`src/rtl/uart_cmd_ctrl_pkg.sv`:
```
// Shared types and constants for the UART command sequencer: FSM state
// encoding, default frame header, frame length and the checksum helper.
package uart_cmd_ctrl_pkg;

    typedef enum logic [2:0] {
        ST_IDLE  = 3'd0,
        ST_ADDR  = 3'd1,
        ST_DHI   = 3'd2,
        ST_DLO   = 3'd3,
        ST_CHK   = 3'd4,
        ST_ISSUE = 3'd5
    } cmd_state_e;

    localparam logic [7:0] DEFAULT_HEADER = 8'hA5;
    localparam int         FRAME_LEN      = 5;

    // Modulo-256 sum; carries out of bit 7 are intentionally dropped.
    function automatic logic [7:0] frame_sum(input logic [7:0] a,
                                             input logic [7:0] h,
                                             input logic [7:0] l);
        return a + h + l;
    endfunction

endpackage

```
`src/rtl/uart_cmd_ctrl_if.sv`:
```
// Byte-in / command-out bundle between uart_receive, the sequencer and the
// register bank; the sequencer uses the slave side.
interface uart_cmd_ctrl_if;

    logic [7:0]  rx_data;
    logic        rx_new_data;
    // cmd_valid/cmd_ready: a command transfers on every posedge where both are
    // high; once raised, cmd_valid and its addr/data stay fixed until that
    // transfer (only reset may drop it); cmd_ready with cmd_valid low is ignored.
    logic        cmd_ready;
    logic        cmd_valid;
    logic [7:0]  cmd_addr;
    logic [15:0] cmd_data;
    logic        busy;
    logic        err_checksum;
    logic        err_timeout;
    logic        err_overrun;

    modport master (
        output rx_data, rx_new_data, cmd_ready,
        input  cmd_valid, cmd_addr, cmd_data, busy,
        input  err_checksum, err_timeout, err_overrun
    );

    modport slave (
        input  rx_data, rx_new_data, cmd_ready,
        output cmd_valid, cmd_addr, cmd_data, busy,
        output err_checksum, err_timeout, err_overrun
    );

endinterface

```
`src/rtl/uart_cmd_ctrl_edge_rise.sv`:
```
// Rising-edge detector: turns the receiver's new_data level into a
// single-cycle byte strobe.
module uart_cmd_ctrl_edge_rise (
    input  logic clk,
    input  logic rst,
    input  logic level_i,
    output logic rise_o
);

    logic nd_q;

    always_ff @(posedge clk) begin
        if (!rst) begin
            nd_q <= 1'b0;
        end else begin
            nd_q <= level_i;
        end
    end

    assign rise_o = level_i & ~nd_q;

endmodule

```
`src/rtl/uart_cmd_ctrl.sv`:
```
// Assembles 5-byte framed commands (header, addr, hi, lo, checksum) from the
// UART byte stream and presents them on a valid/ready write port.
module uart_cmd_ctrl
    import uart_cmd_ctrl_pkg::*;
#(
    parameter logic [7:0] HEADER         = DEFAULT_HEADER,
    parameter int         TIMEOUT_CYCLES = 208320,
    parameter int         TMO_WIDTH      = 18
) (
    input  logic            clk,
    input  logic            rst,
    uart_cmd_ctrl_if.slave  bus,
    output cmd_state_e      dbg_state_o
);

    localparam logic [TMO_WIDTH-1:0] TMO_LAST = TMO_WIDTH'(TIMEOUT_CYCLES - 1);
    localparam logic [TMO_WIDTH-1:0] TMO_MAX  = {TMO_WIDTH{1'b1}};

    cmd_state_e           state_q;
    logic [TMO_WIDTH-1:0] tmo_q;
    logic [7:0]           addr_q, hi_q, lo_q;
    logic                 cmd_valid_q;
    logic [7:0]           cmd_addr_q;
    logic [15:0]          cmd_data_q;
    logic                 err_checksum_q, err_timeout_q, err_overrun_q;

    logic                 byte_stb;
    logic [7:0]           sum_d;
    logic                 tmo_hit_d;

    uart_cmd_ctrl_edge_rise u_edge (
        .clk     (clk),
        .rst     (rst),
        .level_i (bus.rx_new_data),
        .rise_o  (byte_stb)
    );

    assign sum_d     = frame_sum(addr_q, hi_q, lo_q);
    assign tmo_hit_d = (tmo_q == TMO_LAST);

    always_ff @(posedge clk) begin
        if (!rst) begin
            state_q        <= ST_IDLE;
            tmo_q          <= '0;
            addr_q         <= '0;
            hi_q           <= '0;
            lo_q           <= '0;
            cmd_valid_q    <= 1'b0;
            cmd_addr_q     <= '0;
            cmd_data_q     <= '0;
            err_checksum_q <= 1'b0;
            err_timeout_q  <= 1'b0;
            err_overrun_q  <= 1'b0;
        end else begin
            err_checksum_q <= 1'b0;
            err_timeout_q  <= 1'b0;
            err_overrun_q  <= 1'b0;
            unique case (state_q)
                ST_IDLE: begin
                    tmo_q <= '0;
                    if (byte_stb && bus.rx_data == HEADER) state_q <= ST_ADDR;
                end
                ST_ADDR, ST_DHI, ST_DLO, ST_CHK: begin
                    // A strobe on the terminal-count cycle wins over the timeout.
                    if (byte_stb) begin
                        tmo_q <= '0;
                        case (state_q)
                            ST_ADDR: begin addr_q <= bus.rx_data; state_q <= ST_DHI; end
                            ST_DHI:  begin hi_q   <= bus.rx_data; state_q <= ST_DLO; end
                            ST_DLO:  begin lo_q   <= bus.rx_data; state_q <= ST_CHK; end
                            default: begin
                                if (bus.rx_data == sum_d) begin
                                    state_q     <= ST_ISSUE;
                                    cmd_valid_q <= 1'b1;
                                    cmd_addr_q  <= addr_q;
                                    cmd_data_q  <= {hi_q, lo_q};
                                end else begin
                                    state_q        <= ST_IDLE;
                                    err_checksum_q <= 1'b1;
                                end
                            end
                        endcase
                    end else if (tmo_hit_d) begin
                        tmo_q         <= '0;
                        err_timeout_q <= 1'b1;
                        state_q       <= ST_IDLE;
                    end else if (tmo_q != TMO_MAX) begin
                        tmo_q <= tmo_q + 1'b1;
                    end
                end
                ST_ISSUE: begin
                    tmo_q <= '0;
                    // Bytes arriving while a command is pending are dropped, headers included.
                    if (byte_stb) err_overrun_q <= 1'b1;
                    if (bus.cmd_ready) begin
                        cmd_valid_q <= 1'b0;
                        state_q     <= ST_IDLE;
                    end
                end
                default: state_q <= ST_IDLE;
            endcase
        end
    end

    assign bus.cmd_valid    = cmd_valid_q;
    assign bus.cmd_addr     = cmd_addr_q;
    assign bus.cmd_data     = cmd_data_q;
    assign bus.busy         = (state_q != ST_IDLE);
    assign bus.err_checksum = err_checksum_q;
    assign bus.err_timeout  = err_timeout_q;
    assign bus.err_overrun  = err_overrun_q;
    assign dbg_state_o      = state_q;

endmodule

```
`src/flat_wrapper.sv`:
```
// flat-port wrapper written by rule: the top's interface ports become plain ports
module uart_cmd_ctrl_flat import uart_cmd_ctrl_pkg::*;
#(
    parameter logic [7:0] HEADER         = DEFAULT_HEADER,
    parameter int         TIMEOUT_CYCLES = 208320,
    parameter int         TMO_WIDTH      = 18
)
  (clk, rst, dbg_state_o, bus_rx_data, bus_rx_new_data, bus_cmd_ready, bus_cmd_valid, bus_cmd_addr, bus_cmd_data, bus_busy, bus_err_checksum, bus_err_timeout, bus_err_overrun);
  uart_cmd_ctrl_if bus_i ();
  input  logic clk;
  input  logic rst;
  output cmd_state_e dbg_state_o;
  input wire logic [$bits(bus_i.rx_data)-1:0] bus_rx_data;
  input wire logic [$bits(bus_i.rx_new_data)-1:0] bus_rx_new_data;
  input wire logic [$bits(bus_i.cmd_ready)-1:0] bus_cmd_ready;
  output wire logic [$bits(bus_i.cmd_valid)-1:0] bus_cmd_valid;
  output wire logic [$bits(bus_i.cmd_addr)-1:0] bus_cmd_addr;
  output wire logic [$bits(bus_i.cmd_data)-1:0] bus_cmd_data;
  output wire logic [$bits(bus_i.busy)-1:0] bus_busy;
  output wire logic [$bits(bus_i.err_checksum)-1:0] bus_err_checksum;
  output wire logic [$bits(bus_i.err_timeout)-1:0] bus_err_timeout;
  output wire logic [$bits(bus_i.err_overrun)-1:0] bus_err_overrun;
  assign bus_i.rx_data = bus_rx_data;
  assign bus_i.rx_new_data = bus_rx_new_data;
  assign bus_i.cmd_ready = bus_cmd_ready;
  assign bus_cmd_valid = bus_i.cmd_valid;
  assign bus_cmd_addr = bus_i.cmd_addr;
  assign bus_cmd_data = bus_i.cmd_data;
  assign bus_busy = bus_i.busy;
  assign bus_err_checksum = bus_i.err_checksum;
  assign bus_err_timeout = bus_i.err_timeout;
  assign bus_err_overrun = bus_i.err_overrun;
  uart_cmd_ctrl #(.HEADER(HEADER), .TIMEOUT_CYCLES(TIMEOUT_CYCLES), .TMO_WIDTH(TMO_WIDTH)) u_core (.clk(clk), .rst(rst), .bus(bus_i), .dbg_state_o(dbg_state_o));
endmodule
```
`config.mk`:
```
export PLATFORM = sky130hd
export DESIGN_NAME = uart_cmd_ctrl_flat
export DESIGN_NICKNAME = d
export VERILOG_FILES = /design/src/rtl/uart_cmd_ctrl_pkg.sv /design/src/rtl/uart_cmd_ctrl_if.sv /design/src/rtl/uart_cmd_ctrl_edge_rise.sv /design/src/rtl/uart_cmd_ctrl.sv /design/src/flat_wrapper.sv
export SDC_FILE = /design/constraint.sdc
export NUM_CORES = 1
export LEC_CHECK = 0
export ABC_AREA = 0
export CAP_MARGIN = 20
export CORE_MARGIN = 2
export CORE_UTILIZATION = 41
export DETAILED_ROUTE_END_ITERATION = 8
export GPL_ROUTABILITY_DRIVEN = 0
export HOLD_SLACK_MARGIN = 0.12
export PLACE_DENSITY = 0.6
export SKIP_CTS_REPAIR_TIMING = 1
export SYNTH_ARGS = -nofsm -noshare
export SYNTH_HDL_FRONTEND = slang
export SYNTH_SLANG_ARGS = --single-unit
```
`constraint.sdc`:
```
create_clock -name clk -period 5.4 [get_ports clk]
set_input_delay 1.08 -clock clk [delete_from_list [all_inputs] [get_ports clk]]
set_output_delay 1.08 -clock clk [all_outputs]
set_load 0.05 [all_outputs]
```
==> flow_metrics.tcl <==
set metrics [dict create \
    status "completed" \
    grt_max_degree 30 \
    vias 3138 \
    finalHoldViolations 0 \
    clock_path_buffers 2 \
    synth_top_area_share_pct 39.6 \
    antenna_left 0 \
    internal_power_w 0.000914 \
    final_net_count 464 \
    via_per_inst 5.71 \
    swShare_pct 29.1 \
    core_mm2 0.00876 \
    yosysTopAreaCell "dfxtp_1" \
    pwr-share-comb_pct 17.6 \
    hp-class "reg2reg" \
    routed_wirelength_um 9140 \
    cts.sinks 74 \
    p_leak_nw 1.64 \
    slowest_delay_ns 0.67 \
    grt_util_met1_pct 27.2 \
    crit_family "adder cells" \
    power.share.clock_pct 37.3 \
    grt_antenna_before_repair 0 \
    diodes 0 \
    netlist_instances 408 \
    drtIter0Drc 112 \
    initial_core_util_pct 42.7 \
    grt-ovfl-total 0 \
    fill_cells 842 \
    skew_ns 0.00664 \
    syn_area_per_cell_um2 9.16 \
    syn_to_final_growth_pct 18.3 \
    die_area_mm2 0.00990 \
    drive_gt1_share_pct 6.33 \
    yosysUniqueCellTypes 52 \
    crit_slowest_cell "nand2_1" \
    drtPass1Iterations 4 \
    final_core_util_pct 50.5 \
    pin_count 44 \
    cp_num_buf_inv 0 \
    yosysWarningCount 0 \
    grt_setup_unrepaired "false" \
    synth_flop_cell "dfxtp_1" \
    grtUsageTotal_pct 19.5 \
    numCtsBuffers 9 \
    slew_headroom_pct 26.6 \
    max_slew.worst_pin.slew_ns 1.10 \
    grt_pass1_vias 2955 \
    dp_hpwl_um 6170 \
    whs_ns 0.470 \
    num_rows 34 \
    clockRootBuffer "clkbuf_8" \
    async_reset_ff_share_pct 0 \
    period_needed_ns 3.54 \
    final_max_slew_viol_count 0 \
    p_switching_w 0.000375 \
    critPathMostFrequentCell "fa_1" \
    placed_cells_incl_taps 532 \
    grt_busiest_layer "met2" \
    synth_area_leaders "dfxtp_1, mux2i_1, nand4_1, o31ai_1, nor2_1" \
    regArea_mm2 0.00148 \
    dieWidth_um 99.5 \
    fin_setup_tns_ns 0 \
    use_met2_pct 30.0 \
    cp.required_ns 5.64 \
    setup-violations-final 0 \
    cp_max_fo 24 \
    pwr-share-seq_pct 45.0 \
    io_buffers 43 \
    min_period_over_period_pct 65.5 \
    drc 0 \
    clkTransAtPathRegs_ns 0.07 \
    finalPower_w 0.00129 \
    crit_type "reg2reg" \
    synth_nets 435 \
    end_kind "register" \
    wl_per_cell_um 16.6 \
    synth_edf_count 0 \
    instances_no_fill 550 \
    cts_tree "yes" \
    fmax_ghz 0.283 \
    multiInputGateArea_mm2 0.00207 \
    startpoint_type "register" \
    globalRouteMet3Util_pct 4.36 \
    powerDensity_mw_per_mm2 291 \
    insertion_delay_ns 0.36 \
    synth.cell_area_mm2 0.00374 \
    htreeDepth 3 \
    cp_data_arrival_time_ns 3.77 \
    irDropWorstVdd_mv 0.150 \
    cap_violations 0 \
    ys_ff_latch 74 \
    worstPathCellList "fa_1 > ha_1 > fa_1 > xnor2_1 > nand3_1 > nor4_1 > nand2_1 > o31ai_1 > a21oi_1" \
    ys_seq_area_share_pct 39.6 \
    grt_pass1_wl_um 15200 \
    die_y_um 99.5 \
]
-- logic make-up (layout without fill, tap and decap cells) --
logic type | Yosys count | in the layout | synth area share, %
AOI/OAI and AO/OA | 86 | 86 | 15.2
xor gates and xnor gates | 28 | 28 | 6.93
adders and majority gates | 15 | 15 | 6.63
buffers and inverters | 39 | 73 | 4.92
DFF | 74 | 74 | 39.6
muxes | 25 | 25 | 6.69
and+or+nand+nor | 141 | 141 | 20.0
-- synthesized netlist by cell type, drive strengths merged (2+ instances only) --
master / number
fa: 8
nor3: 3
nor4bb: 2
and2: 4
o21bai: 2
a21boi: 2
buf: 13
xnor2: 12
o22ai: 2
nand3: 18
dfxtp: 74
nand2: 13
a31o: 2
a21oi: 32
xor2: 15
o31ai: 25
a211oi: 2
clkbuf: 16
o21ai: 8
nand3b: 2
nor4: 4
nor2: 45
ha: 7
a21o: 2
nand4: 31
mux2i: 25
inv: 9
a31oi: 3
and3: 10
or3: 2
-- power by group through the flow --
stage | clock network (W) | registers [W] | logic (W)
global route | 0.000517 | 0.000582 | 0.000245
floorplan | 0 | 0.000594 | 0.000163
CTS | 0.000489 | 0.000580 | 0.000223
global placement | 0 | 0.000592 | 0.000216
finish | 0.000481 | 0.000580 | 0.000227
detailed placement | 0 | 0.000593 | 0.000222
-- sequential cells by signal (all words and copies together) (netlist names), 3 cells and up --
signal / cells
u_core.lo_q: 8
u_core.addr_q: 8
u_core.bus.cmd_data: 16
u_core.hi_q: 8
u_core.tmo_q: 18
u_core.bus.cmd_addr: 8
u_core.dbg_state_o: 3
-- through the flow --
step	setup WS, ns	instance area (µm²)
2_1_floorplan	2.60	3740
3_3_place_gp	1.72	4170
3_5_place_dp	1.69	4180
4_1_cts	1.83	4400
5_1_grt	1.44	4420
6_report	1.86	4420
-- cell type report --
| class | instances | share of cell area, % |
|---|---|---|
| well taps | 108 | 3.06 |
| repair buffers | 47 | 10.8 |
| inverters | 10 | 0.849 |
| multi-input cells | 295 | 46.9 |
| clock buffers | 11 | 3.20 |
| clock inverters | 5 | 1.75 |
| flip-flops and latches | 74 | 33.5 |
-- per-layer routing --
layer,vias up,routed length (µm)
met5,-,0
met2,56,4190
li1,1543,-
met1,1525,4450
met3,14,357
met4,0,137
-- layout by cell type, fill, tap and decap left out, types with 8 or more instances in the layout --
| master | n |
|---|---|
| a21oi_1 | 32 |
| and3_1 | 10 |
| clkbuf_8 | 10 |
| clkdlybuf4s50_1 | 43 |
| dfxtp_1 | 74 |
| fa_1 | 8 |
| inv_1 | 9 |
| mux2i_1 | 25 |
| nand2_1 | 13 |
| nand3_1 | 18 |
| nand4_1 | 31 |
| nor2_1 | 44 |
| o31ai_1 | 25 |
| xnor2_1 | 12 |
| xor2_1 | 15 |
-- worst paths after layout --
kind,start,end,slack (ns),cells after the start
max,u_core.addr_q[1],u_core.bus.cmd_data[10],1.86,9
min,u_core.bus.cmd_addr[7],u_core.bus.cmd_addr[7],0.47,2
max reg2reg,u_core.addr_q[1],u_core.bus.cmd_data[10],1.86,9
min reg2reg,u_core.bus.cmd_addr[7],u_core.bus.cmd_addr[7],0.47,2
-- worst min-delay path, stage by stage, from the launching register on --
cell and delay, ns:
dfxtp_1 0.31, o31ai_1 0.06, a21oi_1 0.05
Note: power is estimated with default switching activity, not from simulation.
